[config.mk]
export PLATFORM = sky130hd
export DESIGN_NAME = timer_ctrl
export DESIGN_NICKNAME = d
export VERILOG_FILES = /design/src/rtl/timer_ctrl_pkg.sv /design/src/rtl/timer_ctrl_chan.sv /design/src/rtl/timer_ctrl.sv
export SDC_FILE = /design/constraint.sdc
export NUM_CORES = 1
export LEC_CHECK = 0
export ABC_AREA = 1
export CAP_MARGIN = 20
export CORE_MARGIN = 2
export CORE_UTILIZATION = 40
export DETAILED_ROUTE_END_ITERATION = 8
export GPL_TIMING_DRIVEN = 0
export PLACE_DENSITY_LB_ADDON = 0.12
export SLEW_MARGIN = 20
export SYNTH_ARGS = -nofsm -noshare
export SYNTH_HDL_FRONTEND = slang
export SYNTH_SLANG_ARGS = --single-unit
[constraint.sdc]
create_clock -name clk -period 1.6 [get_ports clk]
set_clock_uncertainty 0.1 [all_clocks]
set_input_delay 0.24 -clock clk [delete_from_list [all_inputs] [get_ports clk]]
set_output_delay 0.24 -clock clk [all_outputs]
set_load 0.005 [all_outputs]
[src/rtl/timer_ctrl_pkg.sv]
// Shared constants for timer_ctrl: register map, CTRL bit positions and
// the per-channel sequencing state codes.
package timer_ctrl_pkg;

  localparam logic [2:0] ADDR_VALUE0  = 3'd0;
  localparam logic [2:0] ADDR_CTRL0   = 3'd3;
  localparam logic [2:0] ADDR_PENDING = 3'd6;
  localparam logic [2:0] ADDR_ENABLE  = 3'd7;

  localparam int CTRL_START    = 0;
  localparam int CTRL_PERIODIC = 1;
  localparam int CTRL_STOP     = 2;

  typedef enum logic [2:0] {
    ST_IDLE     = 3'd0,
    ST_LOAD     = 3'd1,
    ST_ARM      = 3'd2,
    ST_RUN      = 3'd3,
    ST_CXL_LOAD = 3'd4,
    ST_CXL_WAIT = 3'd5
  } chan_state_e;

endpackage

[src/rtl/timer_ctrl_chan.sv]
// One timer channel: VALUE register, periodic latch and the FSM that drives
// the OStimer load/trigger handshake, including cancel by forced expiry.
module timer_ctrl_chan
  import timer_ctrl_pkg::*;
(
  input  logic        clk,
  input  logic        reset,
  input  logic        value_we,
  input  logic [31:0] value_wdata,
  input  logic        ctrl_we,
  input  logic [2:0]  ctrl_wdata,
  input  logic        tmr_irq,
  output logic [31:0] value,
  output logic [2:0]  state_code,
  output logic        periodic,
  output logic [31:0] tmr_value,
  output logic        tmr_set,
  output logic        tmr_trigger,
  output logic        pend_set
);

  chan_state_e state;
  logic        start;
  logic        stop;

  assign start      = ctrl_we && ctrl_wdata[CTRL_START];
  assign stop       = ctrl_we && ctrl_wdata[CTRL_STOP];
  assign state_code = state;
  assign pend_set   = tmr_irq && (state == ST_RUN);
  // Loading zero makes the timer expire at once, which is how a cancel is done.
  assign tmr_value  = (state == ST_CXL_LOAD) ? 32'd0 : value;

  always_ff @(posedge clk) begin
    if (reset) begin
      state       <= ST_IDLE;
      value       <= 32'd0;
      periodic    <= 1'b0;
      tmr_set     <= 1'b0;
      tmr_trigger <= 1'b0;
    end else begin
      if (value_we)
        value <= value_wdata;
      tmr_set     <= 1'b0;
      tmr_trigger <= 1'b0;
      case (state)
        ST_IDLE: begin
          if (start) begin
            state    <= ST_LOAD;
            periodic <= ctrl_wdata[CTRL_PERIODIC];
            tmr_set  <= 1'b1;
          end
        end
        ST_LOAD: begin
          if (stop) begin
            state <= ST_IDLE;
          end else begin
            state       <= ST_ARM;
            tmr_trigger <= 1'b1;
          end
        end
        ST_ARM: begin
          if (stop) begin
            state    <= ST_CXL_LOAD;
            periodic <= 1'b0;
            tmr_set  <= 1'b1;
          end else begin
            state <= ST_RUN;
          end
        end
        ST_RUN: begin
          // An expiry in the same cycle as STOP is reported but never reloaded.
          if (tmr_irq) begin
            if (periodic && !stop) begin
              state   <= ST_LOAD;
              tmr_set <= 1'b1;
            end else begin
              state <= ST_IDLE;
              if (stop)
                periodic <= 1'b0;
            end
          end else if (stop) begin
            state    <= ST_CXL_LOAD;
            periodic <= 1'b0;
            tmr_set  <= 1'b1;
          end
        end
        ST_CXL_LOAD: state <= ST_CXL_WAIT;
        ST_CXL_WAIT: begin
          if (tmr_irq)
            state <= ST_IDLE;
        end
        default: state <= ST_IDLE;
      endcase
    end
  end

endmodule

[src/rtl/timer_ctrl.sv]
// Memory-mapped front end for NCH OStimer channels: bus decode, W1C pending
// register, interrupt enable and the merged level interrupt.
module timer_ctrl
  import timer_ctrl_pkg::*;
#(
  parameter int NCH = 3
) (
  input  logic              clk,
  input  logic              reset,
  input  logic [2:0]        bus_addr,
  input  logic [31:0]       bus_data,
  input  logic              bus_we,
  input  logic              bus_start,
  output logic              bus_done,
  output logic [31:0]       bus_q,
  output logic [NCH*32-1:0] tmr_value,
  output logic [NCH-1:0]    tmr_set,
  output logic [NCH-1:0]    tmr_trigger,
  input  logic [NCH-1:0]    tmr_irq,
  output logic              irq
);

  logic           wr;
  logic [NCH-1:0] pend_set;
  logic [NCH-1:0] pend_clr;
  logic [NCH-1:0] pending, pending_nxt;
  logic [NCH-1:0] enable, enable_nxt;
  logic [NCH-1:0] chan_periodic;
  logic [31:0]    chan_value [NCH];
  logic [2:0]     chan_state [NCH];
  logic [31:0]    rdata;

  assign wr = bus_start && bus_we;

  for (genvar c = 0; c < NCH; c++) begin : g_chan
    timer_ctrl_chan u_chan (
      .clk         (clk),
      .reset       (reset),
      .value_we    (wr && (bus_addr == ADDR_VALUE0 + 3'(c))),
      .value_wdata (bus_data),
      .ctrl_we     (wr && (bus_addr == ADDR_CTRL0 + 3'(c))),
      .ctrl_wdata  (bus_data[2:0]),
      .tmr_irq     (tmr_irq[c]),
      .value       (chan_value[c]),
      .state_code  (chan_state[c]),
      .periodic    (chan_periodic[c]),
      .tmr_value   (tmr_value[32*c +: 32]),
      .tmr_set     (tmr_set[c]),
      .tmr_trigger (tmr_trigger[c]),
      .pend_set    (pend_set[c])
    );
  end

  // Hardware set is OR-ed in after the clear so it wins a same-cycle W1C.
  assign pend_clr    = (wr && bus_addr == ADDR_PENDING) ? bus_data[NCH-1:0] : '0;
  assign pending_nxt = (pending & ~pend_clr) | pend_set;
  assign enable_nxt  = (wr && bus_addr == ADDR_ENABLE) ? bus_data[NCH-1:0] : enable;

  always_comb begin
    rdata = 32'd0;
    for (int c = 0; c < NCH; c++) begin
      if (bus_addr == ADDR_VALUE0 + 3'(c))
        rdata = chan_value[c];
      if (bus_addr == ADDR_CTRL0 + 3'(c))
        rdata = {28'd0, chan_periodic[c], chan_state[c]};
    end
    if (bus_addr == ADDR_PENDING)
      rdata = 32'(pending);
    if (bus_addr == ADDR_ENABLE)
      rdata = 32'(enable);
  end

  // irq is computed from the next-state values so it tracks PENDING/ENABLE
  // in the same cycle they change.
  always_ff @(posedge clk) begin
    if (reset) begin
      pending  <= '0;
      enable   <= '0;
      irq      <= 1'b0;
      bus_done <= 1'b0;
      bus_q    <= 32'd0;
    end else begin
      pending  <= pending_nxt;
      enable   <= enable_nxt;
      irq      <= |(pending_nxt & enable_nxt);
      bus_done <= bus_start;
      bus_q    <= (bus_start && !bus_we) ? rdata : 32'd0;
    end
  end

endmodule

; ---- Word level (Yosys, flattened, before mapping)
; Index checks and enable logic that the tools add are counted.
[classes]
n_eq_ne = 34
mux = 70
bitwise_logic = 8
n_reduce_logical = 46
[op_table]
columns = cell, count
row1 = $mux W32, 8
row2 = $mux W3, 19
row3 = $pmux W3 S6, 3
row4 = $eq A3 B3 Y1 const B, 10
row5 = $mux W1, 30
row6 = $eq A3 B2 Y1 const B, 8
row7 = $logic_and A1 B1 Y1, 22
row8 = $pmux W1 S3, 6
row9 = $reduce_and A3 Y1, 6
row10 = $eq A3 B1 Y1 const B, 4
row11 = $logic_not A3 Y1, 4
row12 = $ne A3 B2 Y1 const B, 3
row13 = $ne A3 B3 Y1 const B, 3
row14 = $reduce_bool A3 Y1, 3
row15 = $reduce_or A2 Y1, 4
row16 = $and A3 B3 Y3, 2
row17 = $mux W2, 3
row18 = $ne A2 B1 Y1 const B, 3
row19 = $ne A2 B2 Y1 const B, 3
row20 = $reduce_or A5 Y1, 1
row21 = $logic_not A1 Y1, 4
row22 = $mux W4, 1
row23 = $not A1 Y1, 4
row24 = $reduce_or A4 Y1, 1
row25 = other kinds (3), 3
[totals]
regBits = 154
in_bits = 42
wordCells = 180

; ---- Depth between registers and ports, before layout
[logic_depth]
word_depth = 9
mapped_depth = 11

; ---- Cells and area by module
; Synthesis repeated with hierarchy kept, for this count alone.
[unflattened]
cells_unflattened = 1051
hier_area_um2 = 7065.5
[by_module_without_submodules]
columns = module, n_inst, cells_each, area_per_inst_um2
row1 = timer_ctrl_chan, 3, 234, 1614.0
row2 = timer_ctrl, 1, 349, 2223.4

; ---- Worst setup path after synthesis
; No wires, ideal clock.
[synth_path]
kind = register to output
from = register g_chan[0].u_chan.state[0]
to = output tmr_value[10]
t_arrival_ns = 1.083
required_time_ns = 1.260
slack_ns = 0.177
path_stages_with_launch = 6
path_buffers = 1
path_cell_list = dfxtp_1 > inv_1 > nand2_1 > nor2_1 > clkbuf_1 > nor2_1
[synth_between]
elab_chain_cells = 2
[synth_rtl]
columns = item, line
row1 = "start, declared", timer_ctrl_chan.sv:22  ; chan_state_e state;
row2 = "start signal, assigned", timer_ctrl_chan.sv:35  ; state <= ST_IDLE;
row3 = "start signal, assigned", timer_ctrl_chan.sv:48  ; state <= ST_LOAD;
row4 = "start signal, assigned", timer_ctrl_chan.sv:55  ; state <= ST_IDLE;
row5 = $eq A3 B3 Y1, timer_ctrl_chan.sv:31  ; assign tmr_value = (state == ST_CXL_LOAD) ? 32'd0 : value;
row6 = $mux W32, timer_ctrl_chan.sv:31
row7 = "end, declared", timer_ctrl.sv:16  ; output logic [NCH*32-1:0] tmr_value,
; Every way passes these cells.

; ---- Worst setup path after layout
[layout_path]
from = register g_chan[0].u_chan.state[1]
to = output tmr_value[5]
; Same word-level chain as after synthesis.

==> impl_metrics.yaml <==
pwr:
  intPower_mw: 7.299
  ir_drop_v: 0.0009799
  total_power_mw: 9.717
  p_switching_mw: 2.418
  pwr-share-comb_pct: 13.1
  pwr-share-seq_pct: 41.2
  leakage_nw: 4.706
  power.share.switching_pct: 24.88
  p_clk_share_pct: 45.7
  cellPowerDensity_mw_per_mm2: 934.6
logic_synthesis:
  synth_top_family_by_area: "compound AO/OA/AOI/OAI gates"
  synth_nets: 1016
  yosysWarnings: 0
  synth_compound_area_share_pct: 21.29
  netlist_area_mm2: 0.006771
  ys_seq_area_share_pct: 45.53
  synth.area.mux_share_pct: 0
  yosys.area_share.simple_pct: 19.86
  synth-seq-cells: 154
  synthAdderAreaFrac_pct: 0
  syn_inst: 974
  syn_avg_cell_area_um2: 6.952
  synth-xor-area-share_pct: 0
  synthDistinctLibCells: 29
clocking:
  clk_pin_slew_ns: 0.06
  worstSkewPairLatency_ns: 0.42
  clock_path_buffers: 2
  cts_root_buffer: "clkbuf_16"
  cts.sinks: 154
  numCtsBuffers: 17
  cts_tree: "done"
  htree_levels: 4
sta:
  holdWs_ns: 0.07707
  rsz0062_at_grt: "yes"
  drv_slew: 0
  slew_headroom_pct: 60.73
  timing.final.crit_share_pct: 117.6
  hold_viol: 0
  fmax_mhz: 531.5
  min_period_ns: 1.881
  setup_slack_ns: -0.2813
  worst_pin_slew_ns: 0.5891
  setup_viol: 97
placement:
  portBuffers: 174
  dp.cells: 1368
  post-place-ws_ns: -0.9102
  gp_congestion: 0.8986
  dp_hpwl_um: 16010
cells_and_area:
  area_growth_pct: 53.55
  final_cells: 1446
  drive_gt1_share_pct: 29.06
  nNetsFinal: 1255
floorplan:
  die-height_um: 134.1
  die_width_um: 134.1
  placementRows: 47
  ioPinCount: 178
  fp.dieArea_mm2: 0.01799
  start_util_pct: 40.83
  core_mm2: 0.01658
grt:
  antenna_found_initial: 1
  use_met2_pct: 44.02
  top_usage_layer: "met2"
  grt_max_degree: 17
  globalRouteOverflowTotal: 0
  met1_usage_pct: 34.22
  grt_pass1_wl_um: 36800
  grt_pass1_vias: 6827
  grt_use_total_pct: 26.30
  grtUsageMet3_pct: 5.480
worst_setup_path:
  worst_r2r_endpoint: "g_chan[2].u_chan.state_code[2]$_SDFFE_PP0P_"
  worstRegToRegCells: 11
  rr_startpoint: "g_chan[2].u_chan.state_code[0]$_SDFFE_PP0P_"
  worstSetupPathType: "flop to primary output"
  cp-end-kind: "primary output"
  critPathMaxFanout: 8
  cp.required_ns: 1.26
  crit_path_start_kind: "flop"
  worstPathArrival_ns: 1.54
  regToRegSetupSlack_ns: -0.10
drt:
  routedWlPerCell_um: 16.79
  wl_um: 24280
  drt_iter0_drc: 573
  dr.pass1.iters: 5
  drcViolationCount: 0
  ant_nets: 0
  vias: 7379
  via_per_inst: 5.103
hold_path:
  worst_hold_path.endpoint: "g_chan[2].u_chan.state_code[1]$_SDFFE_PP0P_"
  hold_depth: 2
  holdCritPathClass: "primary input to flop"
  hold_start: "reset"
job:
  drv_cap: 0
status:
  violations: "setup timing"
  status: "finished with violations"
==> worst max-delay path: stages (launching register included) <==
cell and delay (ns):
dfxtp_2 0.33, inv_2 0.07, nand2_4 0.06, nor2_4 0.12, buf_12 0.18, clkbuf_16 0.18, nor2_4 0.05, buf_2 0.13
==> Yosys cell counts <==
master	count	area, um2
a21boi_0	1	7.510
a21boi_1	1	7.510
a21oi_1	109	545.5
a31oi_1	2	12.51
buf_1	1	3.750
buf_2	13	65.06
buf_4	6	45.04
buf_6	3	33.78
clkbuf_1	34	127.6
clkbuf_2	3	15.01
clkinv_2	1	5.000
dfxtp_1	154	3083
inv_1	157	589.3
inv_2	3	11.26
inv_4	1	6.260
nand2_1	78	292.8
nand2_2	2	12.51
nand3_1	27	135.1
nand3_2	5	50.05
nand4_1	10	62.56
nor2_1	185	694.4
nor2_2	2	12.51
nor2_4	2	22.52
nor3_1	6	30.03
nor3_4	2	32.53
o21a_1	1	7.510
o21ai_0	126	630.6
o21ai_1	11	55.05
o22ai_1	28	175.2
==> area by class of cell <==
| type | instances | area (um2) |
|---|---|---|
| clock inverter | 10 | 190.2 |
| timing repair buffer | 220 | 1842 |
| clock buffer | 21 | 450.4 |
| tap | 220 | 275.3 |
| buffer | 60 | 526.8 |
| sequential | 154 | 3104 |
| antenna | 1 | 2.502 |
| fill | 1492 | 6186 |
| inverter | 162 | 630.6 |
| multi-input combinational | 598 | 3376 |
==> logic make-up (layout without fill, tap and decap cells) <==
| logic type | count (synthesis) | in the layout |
|---|---|---|
| and+or+nand+nor | 319 | 319 |
| AOI/OAI and AO/OA | 279 | 279 |
| other | 0 | 1 |
| DFF | 154 | 154 |
| buffers and inverters | 222 | 473 |
==> per-stage QoR <==
stage / util (%) / instance area, um2 / setup TNS [ns]
floorplan: - / 6771 / 0
global placement: 53.00 / 8788 / -147.77
detailed placement: 53.00 / 8788 / -147.78
CTS: 60.83 / 10090 / -25.42
global route: 62.68 / 10400 / -28.56
finish: 62.70 / 10400 / -22.66
==> placed cells by master, fill, tap and decap left out, types with 13 or more instances in the layout <==
cell type | synthesis | routed
nor2_1 | 185 | 91
clkbuf_2 | 3 | 13
nor2_4 | 2 | 59
dfxtp_1 | 154 | 143
o21ai_0 | 126 | 125
a21oi_1 | 109 | 109
nand2_1 | 78 | 74
o22ai_1 | 28 | 28
buf_4 | 6 | 41
dlymetal6s2s_1 | 0 | 15
buf_2 | 13 | 95
clkbuf_1 | 34 | 17
clkbuf_16 | 0 | 31
clkdlybuf4s50_1 | 0 | 53
nand3_1 | 27 | 27
nor2_2 | 2 | 39
inv_1 | 157 | 148
==> power by group through the flow <==
| stage | Clock (mW) | Combinational, mW | Sequential, mW |
|---|---|---|---|
| after global routing | 4.67 | 1.40 | 4.01 |
| after CTS | 4.50 | 1.13 | 4.00 |
| after detailed placement | 0 | 1.00 | 4.09 |
| after global placement | 0 | 0.999 | 4.09 |
| final | 4.44 | 1.28 | 4.00 |
| after floorplan | 0 | 0.584 | 4.08 |
==> registers in the layout, summed over array words and instances (netlist names) <==
signal,flops
g_chan.u_chan.value,96
bus_q,32
g_chan.u_chan.state_code,9
enable,3
g_chan.u_chan.periodic,3
g_chan.u_chan.tmr_set,3
g_chan.u_chan.tmr_trigger,3
pending,3
bus_done,1
irq,1
==> worst max-delay path by stage <==
stage,from,endpoint,slack (ns)
6_report,g_chan[0].u_chan.state_code[1]$_SDFFE_PP0P_,tmr_value[5],-0.28
5_1_grt,g_chan[2].u_chan.state_code[0]$_SDFFE_PP0P_,tmr_value[85],-0.33
4_1_cts,g_chan[2].u_chan.state_code[0]$_SDFFE_PP0P_,tmr_value[83],-0.32
3_5_place_dp,g_chan[1].u_chan.state_code[2]$_SDFFE_PP0P_,tmr_value[37],-0.91
3_3_place_gp,g_chan[1].u_chan.state_code[2]$_SDFFE_PP0P_,tmr_value[37],-0.90
2_1_floorplan,g_chan[0].u_chan.state_code[0]$_SDFFE_PP0P_,tmr_value[10],0.18
==> what timing repair did <==
action	CTS	global route
resized for setup	591	100
hold buffers	0	0
setup endpoints to repair	224	226
setup buffers	26	14
pin swaps	13	12
gates cloned	10	0
==> metal layers <==
metal | vias to the layer above | wire [um]
met1 | 3399 | 10290
met3 | 47 | 1774
met5 | - | 0
met4 | 0 | 592
li1 | 3603 | -
met2 | 330 | 11620
Note: power is estimated with default switching activity, not from simulation.
